===== config.mk =====
export PLATFORM = sky130hd
export DESIGN_NAME = bcd_secuencial
export DESIGN_NICKNAME = d
export VERILOG_FILES = /design/src/rtl/bcd_secuencial_pkg.sv /design/src/rtl/bcd_ajuste.sv /design/src/rtl/bcd_secuencial.sv
export SDC_FILE = /design/constraint.sdc
export NUM_CORES = 1
export LEC_CHECK = 0
export CAP_MARGIN = 0
export CORE_ASPECT_RATIO = 1.5
export CORE_MARGIN = 3
export CORE_UTILIZATION = 45
export CTS_CLUSTER_SIZE = 12
export DETAILED_ROUTE_END_ITERATION = 10
export PLACE_DENSITY = 0.71
export REMOVE_ABC_BUFFERS = 1
export SLEW_MARGIN = 20
export SYNTH_ARGS = -nofsm -noshare
export SYNTH_HDL_FRONTEND = slang
export SYNTH_HIERARCHICAL = 1
export SYNTH_SLANG_ARGS = --single-unit

===== constraint.sdc =====
create_clock -name clk -period 3.4 [get_ports clk]
set_input_delay 0.68 -clock clk [delete_from_list [all_inputs] [get_ports clk]]
set_output_delay 0.68 -clock clk [all_outputs]
set_load 0.02 [all_outputs]

===== src/rtl/bcd_secuencial_pkg.sv =====
// Shared definitions for the sequential binary-to-BCD converter:
// FSM state encoding, BCD constants and width helper functions.
package bcd_secuencial_pkg;

    typedef enum logic [1:0] {
        ST_IDLE  = 2'd0,
        ST_SHIFT = 2'd1,
        ST_DONE  = 2'd2
    } state_t;

    localparam logic [3:0] BCD_NINE = 4'd9;

    // Iteration counter must be able to hold 0..w.
    function automatic int iter_width(input int w);
        return (w < 1) ? 1 : $clog2(w + 1);
    endfunction

    // Number of decimal digits needed to hold 2^w-1, never fewer than nd.
    function automatic int bcd_digits(input int w, input int nd);
        longint v;
        int     n;
        v = (longint'(1) << w) - 1;
        n = 0;
        for (int i = 0; i < 20; i++) begin
            if (v > 0) begin
                v = v / 10;
                n++;
            end
        end
        return (n < nd) ? nd : n;
    endfunction

endpackage


===== src/rtl/bcd_ajuste.sv =====
// Double-dabble correction cell: add 3 to a BCD digit that is 5 or more,
// so the following left shift carries correctly into the next digit.
module bcd_ajuste (
    input  logic [3:0] din,
    output logic [3:0] dout
);

    // Add-3 correction applied before every shift
    always_comb begin
        dout = din;
        if (din >= 4'd5)
            dout = din + 4'd3;
    end

endmodule


===== src/rtl/bcd_secuencial.sv =====
// Sequential binary-to-BCD converter (shift-add-3, one bit per clock).
// Latches count on a rising edge of calculate, produces hundreds/tens/units
// plus leading-zero flags; outputs are held between conversions.
module bcd_secuencial
    import bcd_secuencial_pkg::*;
#(
    parameter int W  = 8,
    parameter int ND = 3
) (
    input  logic         clk,
    input  logic         reset,
    input  logic [W-1:0] count,
    input  logic         calculate,
    output logic [3:0]   centenas,
    output logic [3:0]   decenas,
    output logic [3:0]   unidades,
    output logic         C,
    output logic         De,
    output logic         U,
    output logic         valid,
    output logic         busy,
    output logic         lost,
    output logic         ovf
);

    localparam int CW  = iter_width(W);
    localparam int NBD = bcd_digits(W, ND);   // internal digits, holds 2^W-1
    localparam int SW  = 4 * NBD + W;          // {bcd digits, binary}

    state_t          state, state_nx;
    logic [SW-1:0]   sr;
    logic [SW-1:0]   shifted;
    logic            shift_unused;             // MSB of a full-scale register is always 0
    logic [4*NBD-1:0] adj;
    logic [CW-1:0]   iter;
    logic            calc_q;
    logic            rise;

    logic            hi_nz;
    logic [3:0]      res_c, res_d, res_u;
    logic            res_C, res_De;

    assign rise = calculate & ~calc_q;

    // One correction cell per internal BCD digit
    for (genvar g = 0; g < NBD; g++) begin : g_adj
        bcd_ajuste u_adj (
            .din  (sr[W+4*g +: 4]),
            .dout (adj[4*g +: 4])
        );
    end

    assign {shift_unused, shifted} = {adj, sr[W-1:0], 1'b0};

    // State register
    always_ff @(posedge clk or negedge reset) begin
        if (!reset) state <= ST_IDLE;
        else        state <= state_nx;
    end

    // Next-state: start on calculate edge, W shifts, one DONE cycle
    always_comb begin
        state_nx = state;
        case (state)
            ST_IDLE:  if (rise) state_nx = ST_SHIFT;
            ST_SHIFT: if (iter == CW'(W - 1)) state_nx = ST_DONE;
            ST_DONE:  state_nx = ST_IDLE;
            default:  state_nx = ST_IDLE;
        endcase
    end

    // Result decode with saturation when digits above ND are populated
    always_comb begin
        hi_nz = 1'b0;
        for (int i = ND; i < NBD; i++)
            hi_nz = hi_nz | (sr[W+4*i +: 4] != 4'd0);
        res_u = sr[W   +: 4];
        res_d = sr[W+4 +: 4];
        res_c = sr[W+8 +: 4];
        if (hi_nz) begin
            res_u = BCD_NINE;
            res_d = BCD_NINE;
            res_c = BCD_NINE;
        end
        res_C  = res_c != 4'd0;
        res_De = res_C | (res_d != 4'd0);
    end

    // Datapath, status pulses and held result registers
    always_ff @(posedge clk or negedge reset) begin
        if (!reset) begin
            sr       <= '0;
            iter     <= '0;
            calc_q   <= 1'b0;
            centenas <= 4'd0;
            decenas  <= 4'd0;
            unidades <= 4'd0;
            C        <= 1'b0;
            De       <= 1'b0;
            U        <= 1'b0;
            valid    <= 1'b0;
            busy     <= 1'b0;
            lost     <= 1'b0;
            ovf      <= 1'b0;
        end else begin
            calc_q <= calculate;
            valid  <= 1'b0;
            lost   <= rise && (state != ST_IDLE);
            busy   <= (state_nx != ST_IDLE);
            case (state)
                ST_IDLE: begin
                    if (rise) begin
                        sr   <= {{(4*NBD){1'b0}}, count};
                        iter <= '0;
                    end
                end
                ST_SHIFT: begin
                    sr   <= shifted;
                    iter <= iter + CW'(1);
                end
                ST_DONE: begin
                    centenas <= res_c;
                    decenas  <= res_d;
                    unidades <= res_u;
                    C        <= res_C;
                    De       <= res_De;
                    U        <= 1'b1;
                    ovf      <= hi_nz;
                    valid    <= 1'b1;
                end
                default: ;
            endcase
        end
    end

endmodule


# Word level (Yosys, flattened, before mapping)
# Cells that the tools add are included.
# word_totals
regBits	45
output_inout_bits	19
word_cells	46
# classes
add_sub_neg	4
magnitude_cmp	3
n_eq_ne	4
n_mux	11
bitwise_logic	3
n_reduce_logical	8
# op_table
cell	n
$pmux W20 S2	1
$mux W20	1
$ge A4 B3 Y1 const B	3
$mux W4	3
$add A4 B2 Y4 const B	2
$pmux W4 S2	1
$reduce_bool A4 Y1	2
$reduce_bool A2 Y1	3
$add A4 B1 Y4 const B	1
$eq A4 B3 Y1 const B	1
$mux W2	2
$pmux W2 S2	1
$add A3 B2 Y3 const B	1
$mux W3	1
$eq A2 B1 Y1 const B	1
$eq A2 B2 Y1 const B	1
$logic_not A2 Y1	1
$ne A2 B2 Y1 const B	1
$reduce_and A2 Y1	1
$and A1 B1 Y1	1
$logic_and A1 B1 Y1	1
$mux W1	1
$not A1 Y1	1
$or A1 B1 Y1	1

# Longest topological paths before layout
# Gate-level depths: netlist (run 1).
# depth
depth_word	5
depth_mapped	6
ltp_nobuf	6

# Modules after synthesis
# Netlist (run 1), hierarchy kept.
# by_module_without_submodules
module	instances	cells_each	area_per_inst_um2
bcd_secuencial	1	123	1786.7
bcd_ajuste	3	16	101.3

# Worst setup path after synthesis (run 1)
# Ideal clock, no wire load.
# synth_path
kind	input -> register
from	in calculate
to	reg sr[1]
setup_time_ns	0.125
arrival_time_ns	1.525
t_required_ns	3.275
slack_ns	1.750
path_stages	5
path_buffers	1
cell_sequence	nand2b_1 > a21o_1 > buf_2 > inv_2 > mux2_2
# synth_via
elab_chain_cells	3
# synth_rtl
element	line	rtl
from (decl)	bcd_secuencial.sv:13	input logic calculate,
$and A1 B1 Y1	bcd_secuencial.sv:43	assign rise = calculate & ~calc_q;
$ne A2 B2 Y1 (no source line)	-	
$reduce_and A2 Y1 (no source line)	-	
to (signal assigned)	bcd_secuencial.sv:113	sr <= {{(4*NBD){1'b0}}, count};
to (signal assigned)	bcd_secuencial.sv:118	sr <= shifted;
to (decl)	bcd_secuencial.sv:31	logic [SW-1:0] sr;
# No other way between the ends.
# A chain may end at the register's enable or synchronous reset.

# Worst setup path after layout (run 1)
# Ends and elaborated chain as after synthesis.

==> results of run 1 <==
-- cell type report --
class                   count  area [sq um]  area share [%]
multi-input cells         105           863            35.4
inverters                  10          37.5            1.54
well taps                  46          57.6            2.36
flip-flops and latches     45          1130            46.2
repair buffers             28           275            11.3
clock buffers               8          80.1            3.28
-- cells in the final DEF, fill, tap and decap left out, types with 2 or more instances in the layout --
cell and instances:
nand3_1 2, ha_1 7, nor4_1 3, mux2_2 23
a21oi_2 3, clkbuf_1 3, nand2b_1 8, nor2_1 6
clkdlybuf4s50_1 27, dfrtp_1 45, nand2_1 13, a22o_1 13
xnor2_1 3, clkbuf_8 5, o21ai_0 3, o21ai_1 2
mux2_4 4, inv_1 9, a21o_1 2, mux2i_1 3
-- final timing paths --
path	startpoint	end	slack (ns)
worst max-delay path	calculate	sr[1]	1.32
worst min-delay path	C	C	0.48
worst max register to register	state[0]	sr[1]	1.34
worst min register to register	C	C	0.48
max in group asynchronous	reset	sr[11]	2.27
min in group asynchronous	reset	U	0.54
-- metrics by stage --
stage / hold slack, ns / power, W / cells / utilization (%)
3_3_place_gp: 0.451 / 0.00193 / 234 / 54.7
6_report: 0.478 / 0.00227 / 242 / 56.5
5_1_grt: 0.506 / 0.00246 / 242 / 56.5
2_1_floorplan: 0.384 / 0.00166 / 160 / -
3_5_place_dp: 0.462 / 0.00199 / 234 / 54.7
4_1_cts: 0.481 / 0.00230 / 242 / 56.5
-- routing by layer --
metal | routed length [um] | GRT usage, %
met1 | 1400 | 16.4
met2 | 1810 | 25.5
met3 | 130 | 3.61
met4 | 53 | 5.79
met5 | 0 | 0
-- tightest hold or removal path, cell delays in order (launching register included) --
cell	delay, ns
dfrtp_1	0.34
nand2_1	0.04
o21ai_0	0.06
-- flip-flops by register name (all words and copies together), names as in the netlist --
name,cells
C,1
U,1
sr,20
busy,1
calc_q,1
De,1
valid,1
state,2
decenas,4
lost,1
iter,4
centenas,4
unidades,4
-- where the power goes --
group	total, W	internal [W]	switching (W)
registers	0.000929	0.000749	0.000180
clock network	0.000310	0.000146	0.000164
logic	0.00103	0.000566	0.000468
==> flow_summary.ini, run 1 <==
[critical_path]
critical_path_class = input pin to flop
max_stage_delay_ns = 0.49
startpoint_type = input pin
cp_num_cells = 5
worstPathArrival_ns = 2.26
path_cells = clkdlybuf4s50_1, nand2b_1, a21o_1, inv_2, mux2_2
slowest_stage = a21o_1
worstSetupEndpointType = flop
critPathMaxFanout = 17
crit_family = buffers and inverters
cp_num_buf_inv = 2
required_ns = 3.58
reg2reg_depth = 3

[sta]
fin_skew_ns = 0.00841
period_share_pct = 61.1
setup_slack_ns = 1.32
fmax_ghz = 0.482
hold_viol = 0
fin_crit_ns = 2.08
setup-violations-final = 0
worstMarginPinSlew_ns = 1.02
setup-tns-final_ns = 0
rsz0062_at_grt = false
maxSlewHeadroom_pct = 31.5
drv_slew = 0

[cells_and_area]
diodes = 0
fill_cells = 394
drive_above_1_share_pct = 19.4
stdcell_area_sq_mm = 0.00244
layout.nets = 213
area_growth_pct = 17.8

[global_route]
overflow = 0
antenna_found_initial = 0
grt_pass1_wl_um = 5890
grt_pass1_vias = 1322
grt_usage_pct = 14.5
grt_max_degree = 46

[floorplan]
die-area_sq_mm = 0.00547
io_pins = 30
initial_utilization_pct = 48.0
die_w_um = 61.4
die_h_um = 89.1
rows = 29
core_sq_mm = 0.00432

[logic_synthesis]
syn_area_sq_mm = 0.00207
ys_warn_count = 6
synth.avg_cell_area_sq_um = 12.4
synthCells = 167

[drt]
wl_um = 3390
drc = 0
avgRoutedWirePerCell_um = 14.0
first_pass_iters = 4
ant_nets = 0
viasPerCell = 5.33
via_count = 1289
first_iter_violations = 54

[placement]
routabilityCongestion = 0.684
place_area_sq_mm = 0.00236
port-buffer-count = 28
place_ws_ns = 1.01
hpwlAfterDp_um = 2390

[power_and_ir_drop]
ir_drop_uv = 426
power_density_mw_per_mm2 = 932
power.leakage_nw = 1.19

[clock_network]
ctsRootBufferMaster = clkbuf_8
clock-sinks = 45
cts_buffers = 5
cts_tree = done
postCtsHoldBufs = 0
worstSkewPairLatency_ns = 0.29
post_cts_buffers = 0
h-tree-depth = 2
clk_pin_slew_worst_paths_ns = 0.08
cts_resized = 0
cts.path.max_buffers = 2

[run_status]
status = completed

[worst_hold_path]
whs_path_depth = 2
worst_hold_path_type = flop to flop

[run]
max_cap_violations = 0
Power figures use the tool's default switching activity.
==> run 2, diff against run 1 <==
PLACE_DENSITY = 0.74   (was 0.71)
clock period = 1.8 ns   (was 3.4 ns; I/O delays follow)
==> run 2 against run 1 <==
Compared with the run above:
- final cell count grew 2.5%
- critical endpoint is now sr[2]
- combinational power grew 95%
- design area grew 2.7%
- highest routed layer unchanged
- via count grew 7.1%
- non-clock buffer count grew 6
- critical path depth shrank 2
- largest power group unchanged
- sequential share of layout area shrank 1.2 points
==> flow_summary.ini, run 2 (synthesis results as in run 1) <==
[run_status]
status = completed

[sta]
fin_crit_ns = 1.63
rsz0062_at_grt = false
maxSlewHeadroom_pct = 63.6
worstMarginPinSlew_ns = 0.546
fmax_ghz = 0.614
period_share_pct = 90.5
setup-tns-final_ns = 0
hold_viol = 0
fin_skew_ns = 0.00602
drv_slew = 0
setup-violations-final = 0

[worst_hold_path]
worst_hold_path_type = input pin to async pin

[placement]
hpwlAfterDp_um = 2710
place_area_sq_mm = 0.00240
routabilityCongestion = 0.714
port-buffer-count = 28

[cells_and_area]
fill_cells = 391
largest_register = sr
area_growth_pct = 21.0
stdcell_area_sq_mm = 0.00251
drive_above_1_share_pct = 23.3
final_cell_mix = 45 x dfrtp_1, 27 x clkdlybuf4s50_1, 23 x mux2_2
largest_reg_flops = 20
diodes = 0
final_common_cell = dfrtp_1
layout.nets = 219

[drt]
first_pass_iters = 4
via_count = 1381
first_iter_violations = 17
met3_length_um = 162
wirelength_met1_um = 1380
viasPerCell = 5.57
avgRoutedWirePerCell_um = 14.5
met2_length_um = 1970
top_layer_used = met4
ant_nets = 0
wl_um = 3590
drc = 0

[critical_path]
critical_path_class = flop to flop
worst_path_most_repeated_cell = mux2_2
required_ns = 1.99
max_stage_delay_ns = 0.46
startpoint_type = flop
slowest_stage = nor2b_2
worstPathArrival_ns = 1.82
cp_num_cells = 3
critPathMaxFanout = 8
crit_family = multiplexers
path_cells = nor2b_2, mux2_2, mux2_2
worstSetupEndpointType = flop
reg2reg_depth = 3
cp_num_buf_inv = 0

[power_and_ir_drop]
ir_drop_uv = 866
power_density_mw_per_mm2 = 1770
power.leakage_nw = 1.24

[floorplan]
die_w_um = 61.4
io_pins = 30
core_sq_mm = 0.00432
initial_utilization_pct = 48.0
die_h_um = 89.1
die-area_sq_mm = 0.00547
rows = 29

[clock_network]
cts_resized = 0
h-tree-depth = 2
ctsRootBufferMaster = clkbuf_8
post_cts_buffers = 0
postCtsHoldBufs = 0
clock-sinks = 45
cts_buffers = 5
cts_tree = done
cts.path.max_buffers = 2
worstSkewPairLatency_ns = 0.29
clk_pin_slew_worst_paths_ns = 0.08

[global_route]
overflow = 0
grt_pass1_wl_um = 6270
grt_pass1_vias = 1370
grt_usage_pct = 15.4
antenna_found_initial = 0
grt_max_degree = 26

[run]
max_cap_violations = 0
run 2: cell count changes in the layout (fill, tap and decap cells not counted), sizes merged:
cell	change
clkinv	+1
clkbuf	-1
buf	+6
run 2: path summary, 6_finish.rpt:
check	start	endpoint	slack (ns)
setup / recovery	state[0]	sr[2]	0.17
hold / removal	reset	decenas[1]	0.04
setup reg to reg	state[0]	sr[2]	0.17
hold reg to reg	De	De	0.48
max in group asynchronous	reset	sr[6]	1.15
min in group clk	De	De	0.48
run 2: layout make-up:
type	instances	area, sq um	share of cell area, %
multi-input combinational	105	863	34.4
clock inverter	1	5.00	0.200
timing repair buffer	34	320	12.8
clock buffer	7	96.3	3.84
sequential	45	1130	44.9
inverter	10	37.5	1.50
tap	46	57.6	2.30
run 2: per-stage QoR:
stage	util (%)	total power (W)	hold slack, ns	instances	setup slack (ns)
after floorplan	-	0.00314	0.0644	160	0.0256
after global placement	55.7	0.00367	0.366	240	0.0659
after detailed placement	55.7	0.00382	0.380	240	0.00856
after CTS	58.0	0.00450	0.0500	248	0.153
after global routing	58.0	0.00478	0.0844	248	0.0872
final	58.0	0.00443	0.0430	248	0.172
run 2: power by group:
group          switching (W)  internal [W]
Combinational       0.000905       0.00110
Sequential          0.000339       0.00141
Clock               0.000322      0.000347
run 2: per-layer routing:
| layer | vias up | track usage [%] |
|---|---|---|
| li1 | 644 | - |
| met1 | 701 | 16.5 |
| met2 | 28 | 27.4 |
| met3 | 8 | 4.34 |
| met4 | 0 | 6.56 |
| met5 | - | 0 |
==> run 3, diff against run 2 <==
CTS_BUF_LIST = sky130_fd_sc_hd__clkbuf_4 sky130_fd_sc_hd__clkbuf_8   (was not set)
SKIP_LAST_GASP = 1   (was not set)
==> results of run 3 <==
Same layout as run 2: the final DEF is identical, and so are final timing and power.
